### src/rtl/match_referee.sv
`default_nettype none
// ============================================================================
// Module   : match_referee
// Purpose  : Round/match controller for the two-player fighting core. It runs
//            the round timer, awards round points and declares the winner.
//            Optional sudden-death overtime: MATCH_REFEREE_SUDDEN_DEATH_EN.
// Revision : 1.0 - initial release
// ============================================================================
module match_referee #(
    parameter  int ROUND_TICKS   = 1024,
    parameter  int PAUSE_TICKS   = 16,
    parameter  int ROUNDS_TO_WIN = 2,
    localparam int TW            = $clog2(ROUND_TICKS + 1)
) (
    input  logic          clk,
    input  logic          rst,
    input  logic          start,
    input  logic [1:0]    right_player_health_in,
    input  logic [1:0]    left_player_health_in,
    output logic          round_restart,
    output logic          round_active,
    output logic [TW-1:0] time_left,
    output logic [1:0]    right_score,
    output logic [1:0]    left_score,
    output logic          round_done,
    output logic [1:0]    round_winner,
    output logic          match_over,
    output logic [1:0]    match_winner
);

    localparam int PW = (PAUSE_TICKS > 1) ? $clog2(PAUSE_TICKS) : 1;

    localparam logic [TW-1:0] c_round_ticks = TW'(ROUND_TICKS);
    localparam logic [TW-1:0] c_last_tick   = TW'(1);
    localparam logic [PW-1:0] c_pause_load  = PW'(PAUSE_TICKS - 1);
    localparam logic [1:0]    c_win_score   = 2'(ROUNDS_TO_WIN);
    localparam logic [1:0]    c_none        = 2'b00;
    localparam logic [1:0]    c_right       = 2'b01;
    localparam logic [1:0]    c_left        = 2'b10;
    localparam logic [1:0]    c_draw        = 2'b11;

    typedef enum logic [2:0] {
        S_IDLE       = 3'd0,
        S_RESTART    = 3'd1,
        S_FIGHT      = 3'd2,
        S_ROUND_END  = 3'd3,
        S_MATCH_OVER = 3'd4
`ifdef MATCH_REFEREE_SUDDEN_DEATH_EN
        ,
        S_SUDDEN     = 3'd5
`endif
    } state_t;

    state_t          r_state;
    state_t          w_next;
    logic            w_decide;
    logic            w_clear;
    logic [1:0]      w_winner;
    logic [1:0]      w_higher;
    logic            w_right_ko;
    logic            w_left_ko;
    logic            w_first_fight;

    logic            r_round_restart;
    logic            r_round_active;
    logic [TW-1:0]   r_time_left;
    logic [1:0]      r_right_score;
    logic [1:0]      r_left_score;
    logic            r_round_done;
    logic [1:0]      r_round_winner;
    logic            r_match_over;
    logic [1:0]      r_match_winner;
    logic [PW-1:0]   r_pause;

    assign w_right_ko    = (right_player_health_in == 2'd0);
    assign w_left_ko     = (left_player_health_in == 2'd0);
    // The timer still holds its load value only during the first FIGHT cycle,
    // while the freshly reset core's health is not yet trustworthy.
    assign w_first_fight = (r_time_left == c_round_ticks);
    assign w_higher      = (right_player_health_in > left_player_health_in) ? c_right :
                           (left_player_health_in > right_player_health_in) ? c_left  : c_draw;

    always_comb begin
        w_next   = r_state;
        w_decide = 1'b0;
        w_clear  = 1'b0;
        w_winner = c_none;
        case (r_state)
            S_IDLE, S_MATCH_OVER: begin
                if (start) begin
                    w_next  = S_RESTART;
                    w_clear = 1'b1;
                end
            end
            S_RESTART: w_next = S_FIGHT;
            S_FIGHT: begin
                if (!w_first_fight && (w_right_ko || w_left_ko)) begin
                    w_decide = 1'b1;
                    w_winner = (w_right_ko && w_left_ko) ? c_draw :
                               (w_right_ko ? c_left : c_right);
                end else if (r_time_left == c_last_tick) begin
`ifdef MATCH_REFEREE_SUDDEN_DEATH_EN
                    if (w_higher == c_draw) begin
                        w_next = S_SUDDEN;
                    end else begin
                        w_decide = 1'b1;
                        w_winner = w_higher;
                    end
`else
                    w_decide = 1'b1;
                    w_winner = w_higher;
`endif
                end
            end
`ifdef MATCH_REFEREE_SUDDEN_DEATH_EN
            S_SUDDEN: begin
                if (w_right_ko && w_left_ko) begin
                    w_decide = 1'b1;
                    w_winner = c_draw;
                end else if (w_higher != c_draw) begin
                    w_decide = 1'b1;
                    w_winner = w_higher;
                end
            end
`endif
            S_ROUND_END: begin
                if (r_pause == '0) begin
                    w_next = ((r_right_score == c_win_score) || (r_left_score == c_win_score)) ?
                             S_MATCH_OVER : S_RESTART;
                end
            end
            default: w_next = S_IDLE;
        endcase
        if (w_decide) begin
            w_next = S_ROUND_END;
        end
    end

    always_ff @(posedge clk) begin
        if (rst) begin
            r_state         <= S_IDLE;
            r_round_restart <= 1'b0;
            r_round_active  <= 1'b0;
            r_time_left     <= '0;
            r_right_score   <= 2'd0;
            r_left_score    <= 2'd0;
            r_round_done    <= 1'b0;
            r_round_winner  <= c_none;
            r_match_over    <= 1'b0;
            r_match_winner  <= c_none;
            r_pause         <= '0;
        end else begin
            r_state         <= w_next;
            r_round_restart <= (w_next == S_RESTART);
`ifdef MATCH_REFEREE_SUDDEN_DEATH_EN
            r_round_active  <= (w_next == S_FIGHT) || (w_next == S_SUDDEN);
`else
            r_round_active  <= (w_next == S_FIGHT);
`endif
            r_match_over    <= (w_next == S_MATCH_OVER);
            r_round_done    <= w_decide;

            if (r_state == S_RESTART) begin
                r_time_left <= c_round_ticks;
            end else if ((r_state == S_FIGHT) && (r_time_left != '0)) begin
                r_time_left <= r_time_left - c_last_tick;
            end

            if (w_decide) begin
                r_round_winner <= w_winner;
                r_pause        <= c_pause_load;
                if ((w_winner == c_right) && (r_right_score != 2'd3)) begin
                    r_right_score <= r_right_score + 2'd1;
                end
                if ((w_winner == c_left) && (r_left_score != 2'd3)) begin
                    r_left_score <= r_left_score + 2'd1;
                end
            end else if ((r_state == S_ROUND_END) && (r_pause != '0)) begin
                r_pause <= r_pause - PW'(1);
            end

            if (w_clear) begin
                r_right_score  <= 2'd0;
                r_left_score   <= 2'd0;
                r_round_winner <= c_none;
                r_match_winner <= c_none;
            end else if ((r_state == S_ROUND_END) && (w_next == S_MATCH_OVER)) begin
                r_match_winner <= (r_right_score == c_win_score) ? c_right : c_left;
            end
        end
    end

    assign round_restart = r_round_restart;
    assign round_active  = r_round_active;
    assign time_left     = r_time_left;
    assign right_score   = r_right_score;
    assign left_score    = r_left_score;
    assign round_done    = r_round_done;
    assign round_winner  = r_round_winner;
    assign match_over    = r_match_over;
    assign match_winner  = r_match_winner;

endmodule
`default_nettype wire
### config.mk
export PLATFORM = sky130hd
export DESIGN_NAME = match_referee
export DESIGN_NICKNAME = d
export VERILOG_FILES = /design/src/rtl/match_referee.sv
export SDC_FILE = /design/constraint.sdc
export NUM_CORES = 1
export LEC_CHECK = 0
export BUFFER_PORTS_ARGS = -buffer_cell sky130_fd_sc_hd__buf_4
export CAP_MARGIN = 15
export CORE_MARGIN = 4
export CORE_UTILIZATION = 40
export CTS_CLUSTER_DIAMETER = 150
export DETAILED_ROUTE_END_ITERATION = 8
export PLACE_DENSITY = 0.66
export SLEW_MARGIN = 40
export SYNTH_ARGS = -nofsm -noshare
export SYNTH_HDL_FRONTEND = slang
export SYNTH_SLANG_ARGS = --single-unit
export TNS_END_PERCENT = 20
### constraint.sdc
create_clock -name clk -period 3.7 [get_ports clk]
set_input_delay 0.185 -clock clk [delete_from_list [all_inputs] [get_ports clk]]
set_output_delay 0.185 -clock clk [all_outputs]
set_load 0.01 [all_outputs]
==> results.txt <==
* Clock Skew: 0.00508 ns
* FF-to-FF setup slack: 1.20 ns
* Vias per inst: 5.09
- Power per standard cell area: 476 nW/µm²
* Worst EP arrival: 2.68 ns
- At the pin with the least slew margin, the transition time is 0.777 ns.
- Summed over all layers, the routed wires come to 3.11 mm.
* Register area share after synthesis: 0.384
- Leaving out fill and tap cells, the most frequent cells in the layout are sky130_fd_sc_hd__dfxtp_1, sky130_fd_sc_hd__buf_4, sky130_fd_sc_hd__nor2_1.
- Worst-case headroom to the max-slew limit: 0.477
* First-pass GRT wire length: 5.53 mm
- Clock tree from TritonCTS: yes
- Clock-pin slew was measured on the worst setup and hold paths at 0.06 ns.
- Antenna Nets Post-Route: 0
- The signal on the critical path passes through or4_4, or4_1, a21o_1, and3_4, a2111oi_4.
- The worst hold path belongs to the class primary input to register.
- The number of global-route vias before repair came to 1252.
* Final hold violation count: 0
- Gate Count Post-Synth: 181
- The run finished with clean final reports.
* Total Routing Usage GR: 0.136
* First-pass detailed-route iteration total: 4
- Setup violations remaining at the end of the flow were counted as 0.
- The clock period could shrink to 2.50 ns.
- The startpoint identified for the worst register-to-register timing path is time_left[2]$_SDFFE_PP0P_.
- Total Die Area: 4980 µm²
* Top area cells in the synthesized netlist: sky130_fd_sc_hd__dfxtp_1, sky130_fd_sc_hd__ha_1, sky130_fd_sc_hd__nor2_1, sky130_fd_sc_hd__xor2_1, sky130_fd_sc_hd__a21oi_1
- The slowest stage of the critical path belongs to the cell sky130_fd_sc_hd__or4_4.
- After synthesis the cells add up to 1570 µm².
* Number of CTS-inserted buffers: 5
- The core region is 3720 µm².
- Origin of the worst setup path: time_left[2]$_SDFFE_PP0P_
- Number of flip-flops and latches in the synthesized netlist: 30
* Per-instance average area after synthesis: 8.65 µm²
- Delay contributed by the slowest stage of the critical path: 0.62 ns
- Crit Reg-Reg Endpoint: round_restart$_SDFF_PP0_
- Along the worst path, the maximum fanout reaches 12.
* Buffer count from post-CTS setup fixing: 0
- Critical path endpoint: round_restart$_SDFF_PP0_
* Most frequent standard cell in the layout excluding fill and tap cells: sky130_fd_sc_hd__dfxtp_1
- Startpoint of the most critical hold path: rst
* Nature of the critical path startpoint: register
- Sum of negative setup slack: 0 ns
- Counting every sink on the clock net gives 30.
- GPL Wtd Cong: 0.732
- Highest attainable clock frequency: 400 MHz
- For this block, the initial DRC count from the detailed router was 60.
- Number of rows in the core area: 22
- Total instance count after detailed placement: 249
* Buffer levels on the longest clock path: 2
* Top-level port count: 30
- Buffers placed on the I/O ports in this run total 29.
- Quantity of hold-fixing buffers added after cts: 0
- Setup repair after global routing left no endpoint under its margin.
- Entering global routing, the biggest net connects 14 pins.
- In the final layout, the share of cells above drive strength 1 is 0.198.
- Number of nets in the synthesized netlist: 198
* Die width: 70.6 µm
- Worst-case vdd ir drop: 0.162 mV
- Count of pins over their slew limit: 0
* Via count: 1299
- Measured along the y axis, the die boundary spans 70.6 µm.
- In this run the static leakage power is 0.745 nW.
- The synthesized netlist contains 42 unique library cells.
* Clock root buffer: sky130_fd_sc_hd__clkbuf_8
* Maximum Capacitance Violations: 0
- Total DRC errors in the routed layout: 0
* Synth warnings: 0
* Number of nets at the end of the flow: 225
* Starting Density: 0.421
* Number of antenna violations at the first check in global routing: 0
* Total overflow reported by the global router: 0
- Dividing the final minimum period by the clock period gives 0.675.
- R2R depth: 5
- Worst Setup End Kind: register
* Clock latency on the worst-skew pair: 0.27 ns
- Summed over all nets, the half-perimeter wirelength after detailed placement is 2.32 mm.
* Antenna diode count: 0
* Post-layout total power: 0.896 mW
* Worst Setup Path Type: register to register
- WL per Instance: 12.2 µm
* Area share of the largest cell type after synthesis: 0.384
* Critical path required time: 3.88 ns
* Synthesis-to-layout area growth: 20.3%
- CTS built an H-tree with a depth of 2.
* Final cell count without fillers: 255
* Cell depth of the worst min-delay path: 2
- Post-cts sizing count: 0
- The largest total area in the synthesized netlist belongs to sky130_fd_sc_hd__dfxtp_1.
[worst max-delay path, delay by kind of cell (launching register included)]
family | cells | cell delay, ns
and+or+nand+nor | 3 | 1.46
AOI/OAI and AO/OA | 2 | 0.59
DFF | 1 | 0.35
[layout make-up]
type | instances | area (µm²)
Inverter | 11 | 41.3
Clock buffer | 6 | 82.6
Tap cell | 48 | 60.1
Sequential cell | 30 | 601
Fill cell | 361 | 1830
Multi-Input combinational cell | 131 | 881
Timing Repair Buffer | 29 | 218
[worst min-delay path by stage]
stage	endpoint	slack [ns]
4_1_cts	round_restart$_SDFF_PP0_	0.17
5_1_grt	round_restart$_SDFF_PP0_	0.17
2_1_floorplan	r_state[1]$_SDFF_PP0_	0.29
6_report	round_restart$_SDFF_PP0_	0.17
3_5_place_dp	round_restart$_SDFF_PP0_	0.46
3_3_place_gp	round_restart$_SDFF_PP0_	0.45
[cells by family (layout without fill, tap and decap cells)]
| group | count (synthesis) | count (layout) | synth area share |
|---|---|---|---|
| compound gates | 37 | 37 | 0.169 |
| xor+xnor | 12 | 12 | 0.0671 |
| fa+ha+maj | 10 | 10 | 0.0799 |
| buf+inv | 20 | 46 | 0.0536 |
| flops | 30 | 30 | 0.384 |
| mux | 3 | 3 | 0.0200 |
| simple gates | 69 | 69 | 0.227 |
[power by group]
part	internal (mW)	switching [mW]
combinational	0.115	0.139
sequential	0.353	0.0342
clock	0.143	0.111
[flip-flops by register name, indices dropped and copies added (netlist names)]
name           count
round_done         1
round_restart      1
r_pause            4
right_score        2
r_state            3
match_winner       2
left_score         2
time_left         11
round_winner       2
round_active       1
match_over         1
[routing by layer]
layer,share of wire,GRT usage
met1,0.49,0.176
met2,0.45,0.215
met3,0.040,0.0426
met4,0.017,0.0501
met5,0,0
[cells in the mapped netlist, drive strengths merged]
cell,instances
nand2,10
or4,3
xor2,7
o311a,1
or3,2
nand4,1
ha,10
a21o,2
a2bb2oi,1
nor2,24
buf,3
o311ai,1
o31ai,4
a2111oi,2
a211oi,3
xnor2,5
and2,1
nand3,2
dfxtp,30
mux2i,2
nor2b,2
nor3,9
and3,2
mux2,1
nand2b,5
a21oi,11
o21ai,6
o21ba,2
clkbuf,6
nor4,2
nand3b,3
nor3b,2
a31oi,1
or4b,1
o31a,1
o22ai,2
inv,11
[per-stage QoR]
stage               setup WS [ns]  instance area [µm²]  utilization  hold slack, ns
global placement             1.28                 1800        0.485           0.453
CTS                          1.19                 1880        0.507           0.171
global route                 1.08                 1880        0.507           0.174
floorplan                    1.36                 1570            -           0.287
finish                       1.20                 1880        0.507           0.174
detailed placement           1.21                 1800        0.485           0.463
Note: power is estimated with default switching activity, not from simulation.
